### src/rtl/shift_add_multiplier.sv
// Sequential W x W multiplier, one shift-add step per clock, unsigned or two's-complement.
// Operands are taken as magnitudes on accept; the sign is re-applied once when the product is published.
module shift_add_multiplier #(
  parameter int W = 8
) (
  input  logic             clk,
  input  logic             rst_n,
  input  logic             start,
  input  logic             signed_mode,
  input  logic [W-1:0]     a,
  input  logic [W-1:0]     b,
  output logic             busy,
  output logic             done,
  output logic [2*W-1:0]   p,
  output logic [1:0]       dbg_state
);

  localparam int CW = $clog2(W);

  typedef enum logic [1:0] {
    IDLE = 2'd0,
    RUN  = 2'd1,
    DONE = 2'd2
  } state_t;

  // Handshake: start is sampled only in IDLE; done is a single-cycle pulse marking p as fresh.
  state_t          state, state_next;
  logic [W-1:0]    mcand, mplier;
  logic [W-1:0]    a_mag, b_mag;
  logic            neg;
  logic [2*W-1:0]  acc;
  logic [CW-1:0]   cnt;
  logic [W:0]      sum;

  // |-(2^(W-1))| wraps back to 2^(W-1), which is the correct unsigned magnitude.
  assign a_mag = (signed_mode && a[W-1]) ? -a : a;
  assign b_mag = (signed_mode && b[W-1]) ? -b : b;

  assign sum = {1'b0, acc[2*W-1:W]} + {1'b0, (mplier[0] ? mcand : {W{1'b0}})};

  assign dbg_state = state;

  always_comb begin
    state_next = state;
    case (state)
      IDLE:    if (start) state_next = RUN;
      RUN:     if (cnt == CW'(W-1)) state_next = DONE;
      DONE:    state_next = IDLE;
      default: state_next = IDLE;
    endcase
  end

  always_ff @(posedge clk or negedge rst_n) begin
    if (!rst_n) begin
      state  <= IDLE;
      busy   <= 1'b0;
      done   <= 1'b0;
      p      <= '0;
      mcand  <= '0;
      mplier <= '0;
      neg    <= 1'b0;
      acc    <= '0;
      cnt    <= '0;
    end else begin
      state <= state_next;
      busy  <= (state_next != IDLE);
      done  <= 1'b0;
      case (state)
        IDLE: begin
          if (start) begin
            mcand  <= a_mag;
            mplier <= b_mag;
            neg    <= signed_mode & (a[W-1] ^ b[W-1]);
            acc    <= '0;
            cnt    <= '0;
          end
        end
        RUN: begin
          // Carry out of the upper-half add becomes the new MSB as the accumulator shifts right.
          acc    <= {sum, acc[W-1:1]};
          mplier <= mplier >> 1;
          cnt    <= cnt + CW'(1);
        end
        DONE: begin
          p    <= neg ? -acc : acc;
          done <= 1'b1;
        end
        default: ;
      endcase
    end
  end

endmodule

### config.mk
export PLATFORM = sky130hd
export DESIGN_NAME = shift_add_multiplier
export DESIGN_NICKNAME = d
export VERILOG_FILES = /design/src/rtl/shift_add_multiplier.sv
export SDC_FILE = /design/constraint.sdc
export NUM_CORES = 1
export LEC_CHECK = 0
export BUFFER_PORTS_ARGS = -buffer_cell sky130_fd_sc_hd__buf_2
export CORE_MARGIN = 4
export CORE_UTILIZATION = 25
export CTS_CLUSTER_SIZE = 28
export DETAILED_ROUTE_END_ITERATION = 6
export PLACE_DENSITY = 0.45
export SLEW_MARGIN = 20
export SYNTH_ARGS = -nofsm -noshare
export SYNTH_HDL_FRONTEND = slang
export SYNTH_SLANG_ARGS = --single-unit
### constraint.sdc
create_clock -name clk -period 4.3 [get_ports clk]
set_clock_uncertainty 0.15 [all_clocks]
set_input_delay 0 -clock clk [delete_from_list [all_inputs] [get_ports clk]]
set_output_delay 0 -clock clk [all_outputs]
set_load 0.02 [all_outputs]
Word-level counts from Yosys, hierarchy flattened --
Index checks and enable logic that the tools add are counted.
Word-level totals: register bits 56, input bits 20, output and inout port bits 20, logic and storage cells 41
Operators by class: add/sub/neg operators 5, eq/ne operators 4, muxes and demuxes 14, bitwise logic cells 2, reduce and logical (&&, ||, !) cells 7
Operators with widths (count):
- two-way mux 16 bit | 2
- two-way mux 8 bit | 4
- one-hot mux 16 bit (2 select lines) | 1
- negator 16 bit | 1
- negator 8 bit | 2
- one-hot mux 8 bit (2 select lines) | 1
- adder 8 x 8 -> 9 bit | 1
- one-hot mux 3 bit (2 select lines) | 1
- two-way mux 2 bit | 2
- one-hot mux 2 bit (2 select lines) | 1
- AND reduction 2 bit | 2
- nonzero test 2 bit | 2
- adder 3 x 1 -> 3 bit (second input constant) | 1
- == test 3 bit (second input constant) | 1
- two-way mux 3 bit | 1
- == test 2 x 1 -> 1 bit (second input constant) | 1
- == test 2 bit (second input constant) | 1
- logical AND 1 bit | 2
- zero test 2 bit | 1
- != test 2 bit (second input constant) | 1
- bitwise AND 1 bit | 1
- two-way mux 1 bit | 1
- bitwise XOR 1 bit | 1

Logic depth before layout (Yosys ltp) --
word-level depth 4, gate-level depth with buffers 8, gate-level depth less buffers 8

Worst setup path after synthesis --
OpenSTA, ideal clock, no wires.
path kind register to register, from register acc[6], to register p[15], setup time 0.129 ns, arrival 2.061 ns, required time 4.021 ns, setup slack 1.960 ns, stages on the path, launching flop included 7, path buffers 1, period minus slack after synthesis 2.340 ns, path through dfrtp_1 > or4_1 > clkbuf_2 > or4_4 > o41ai_4 > xor2_1 > o21ai_1
On the way: word-level cells in the longest chain between the ends 2
Ends and longest elaborated chain:
- from (decl) | line 31 | logic [2*W-1:0] acc;
- from (signal assigned) | line 80 | acc <= {sum, acc[W-1:1]};
- negator 16 bit | line 85 | p <= neg ? -acc : acc;
- two-way mux 16 bit | line 85
- to (signal assigned) | line 85
- to (decl) | line 14 | output logic [2*W-1:0] p,
Every way passes these cells. A chain may end at the register's enable or synchronous reset.

Worst setup path in the final report --
from register acc[6], to register p[14]
Same word-level chain as after synthesis.

==> impl_metrics.env <==
export IMPL_clk_latency_ns=0.29
export IMPL_grt_pass1_wl_um=11300
export IMPL_synth_top_area_share_pct=46.2
export IMPL_gp_congestion=0.713
export IMPL_grt_busiest_layer="met1"
export IMPL_drt_first_iter_violations=72
export IMPL_core_area_um2=11700
export IMPL_clkSlewWorstSetupHoldPaths_ns=0.07
export IMPL_fill_cells=1210
export IMPL_worst_setup_path_type="flop to flop"
export IMPL_finalCritPeriodShare_pct=56.8
export IMPL_synth_most_common_cell="dfrtp_1"
export IMPL_drv_cap=0
export IMPL_synth_common_cells="dfrtp_1 (56), o21ai_0 (31), nand2_1 (30)"
export IMPL_crit_chain="or4_1, or4_4, o31ai_1, xor2_1, o21ai_0"
export IMPL_tightest_slew_ns=0.739
export IMPL_yosysSeqAreaShare_pct=46.2
export IMPL_synth_largest_area_cell="dfrtp_1"
export IMPL_syn_area_um2=3030
export IMPL_arrival_ns=2.45
export IMPL_final_hold_violation_count=0
export IMPL_syn_avg_cell_area_um2=9.78
export IMPL_syn_inst=310
export IMPL_p_int_uw=1420
export IMPL_use_met1_pct=14.8
export IMPL_pwr_share_clk_pct=20.1
export IMPL_switching_share_pct=39.1
export IMPL_routed_via_density=4.55
export IMPL_vias=2309
export IMPL_n_antenna_cell=0
export IMPL_syn_nets=344
export IMPL_synth_edf_count=0
export IMPL_drt_pass1_iterations=4
export IMPL_total_leakage_power_uw=0.00171
export IMPL_start_util_pct=26.0
export IMPL_first_global_vias=2245
export IMPL_detail_route_wl_per_cell_um=12.7
export IMPL_setup_worst_path_start="acc[6]"
export IMPL_grt_util_met3_pct=2.26
export IMPL_cts_max_level=2
export IMPL_grt_total_usage_pct=9.57
export IMPL_die_x_um=118
export IMPL_cts_buffers=5
export IMPL_cts_resized=0
export IMPL_fmax_mhz=409
export IMPL_grt_start_max_net_pins=57
export IMPL_synth_seq_cells=56
export IMPL_cp_slowest_cell="or4_1"
export IMPL_yosys_warnings=0
export IMPL_switchingPower_uw=912
export IMPL_yosys_top_cells_area="dfrtp_1 (46%), xor2_1 (6.6%), ha_1 (5.4%)"
export IMPL_fin_nets=398
export IMPL_max_stage_delay_ns=0.65
export IMPL_cts_setup_buffers=0
export IMPL_end_kind="flop"
export IMPL_r2r_start="acc[6]"
export IMPL_start_kind="flop"
export IMPL_worstPathMaxFanout=7
export IMPL_drive_gt1_share_pct=15.9
export IMPL_rsz0062_at_grt="false"
export IMPL_ys_types=46
export IMPL_cp_top_family="simple AND/OR/NAND/NOR gates"
export IMPL_seqPwrFrac_pct=39.7
export IMPL_fin_crit_ns=2.44
export IMPL_wl_um=6430
export IMPL_syn_to_final_growth_pct=23.2
export IMPL_status="finished clean"
export IMPL_die_y_um=118
export IMPL_cts_sinks=56
export IMPL_antenna_found_initial=0
export IMPL_max_slew_margin_pct=50.7
export IMPL_clock_root_buffer="clkbuf_16"
export IMPL_num_rows=39
export IMPL_ant_nets=0
export IMPL_synth_async_reset_ratio_pct=100
export IMPL_worst_path_buf_inv=0
export IMPL_dieArea_um2=14000
export IMPL_finalSetupViolCount=0
export IMPL_postLayoutCoreUtil_pct=32.0
export IMPL_grt_overflow_total=0
export IMPL_p_per_area_nw_per_um2=625
export IMPL_cts_tree="built"
export IMPL_use_met2_pct=13.3
export IMPL_combPwrFrac_pct=40.2
export IMPL_cts_max_path_buffers=2
export IMPL_portBuffers=39
export IMPL_ios=40
export IMPL_dp_hpwl_um=4660
export IMPL_worstHoldStart="b[2]"
export IMPL_peakVddDrop_v=0.000215
export IMPL_cts_hold_buf=19
export IMPL_slew_violations=0
export IMPL_setup_tns_ns=0
export IMPL_worstHoldPathType="input port to flop"
export IMPL_drc=0
export IMPL_synthFlopType="dfrtp_1"
export IMPL_cp_required_ns=4.31
## tightest hold or removal path, cell delays in order
cell,delay [ns]
buf_2,0.13
xor2_1,0.09
a21oi_1,0.14
o21ai_0,0.08
## layer usage
metal	wire, um	vias to the layer above
met5	0	-
met4	55	0
met3	297	4
met2	2530	51
met1	3550	1048
li1	-	1206
## worst paths after layout
check | endpoint | slack (ns) | cells past startpoint
setup / recovery | p[14] | 1.86 | 5
hold / removal | mplier[2] | 0.05 | 4
setup reg to reg | p[14] | 1.86 | 5
hold reg to reg | p[2] | 0.32 | 2
max in group asynchronous | mcand[7] | 3.27 | 3
min in group asynchronous | p[15] | 0.23 | 3
## power by group through the flow
stage,clock (uW),combinational [uW],sequential [uW]
after global placement,0,928,932
after CTS,489,955,928
after global routing,505,1080,965
after floorplan,0,673,933
final,469,938,927
after detailed placement,0,936,938
## cell families after synthesis
family	share of synthesized area, %
compound gates	20.3
simple gates	14.4
flops	46.2
xor+xnor	8.67
buf+inv	3.26
fa+ha+maj	6.03
mux	1.03
## registers in the layout (all words and copies together), names as in the netlist
signal     count
busy           1
neg            1
done           1
mcand          8
p             16
dbg_state      2
acc           16
cnt            3
mplier         8
## placed cells by master, fill, tap and decap left out, types with 3 or more instances in the layout
cell type      count
dfrtp_1           56
buf_2             39
o21ai_0           31
nand2_1           30
xor2_1            23
nor2_1            20
a21oi_1           19
dlygate4sd3_1     19
ha_1              13
inv_1             12
a22o_1            12
and2_1             8
nor2b_1            8
xnor2_1            7
o31ai_1            5
clkbuf_16          5
nand3_1            4
or3_1              3
a221o_1            3
nor3_1             3
a22oi_1            3
o41ai_1            3
buf_4              3
## final cells by class
type                    count  area [um^2]  share of cell area, %
flip-flops and latches     56         1400                   37.5
multi-input cells         228         1530                   41.1
well taps                 143          179                   4.79
repair buffers             61          408                   10.9
clock buffers               6          129                   3.45
inverters                  12         45.0                   1.21
clock inverters             2         38.8                   1.04
## stage by stage
stage | worst slack, ns | total power, uW | hold slack, ns | instances | cell area, um^2
after global placement | 1.86 | 1860 | 0.0492 | 481 | 3370
after CTS | 1.83 | 2370 | 0.0257 | 508 | 3730
after global routing | 1.70 | 2550 | 0.0605 | 508 | 3730
after detailed placement | 1.84 | 1870 | 0.0496 | 481 | 3370
final | 1.86 | 2330 | 0.0465 | 508 | 3730
after floorplan | 1.96 | 1610 | -0.446 | 310 | 3030
No activity file was read; power rests on OpenSTA's default activity.
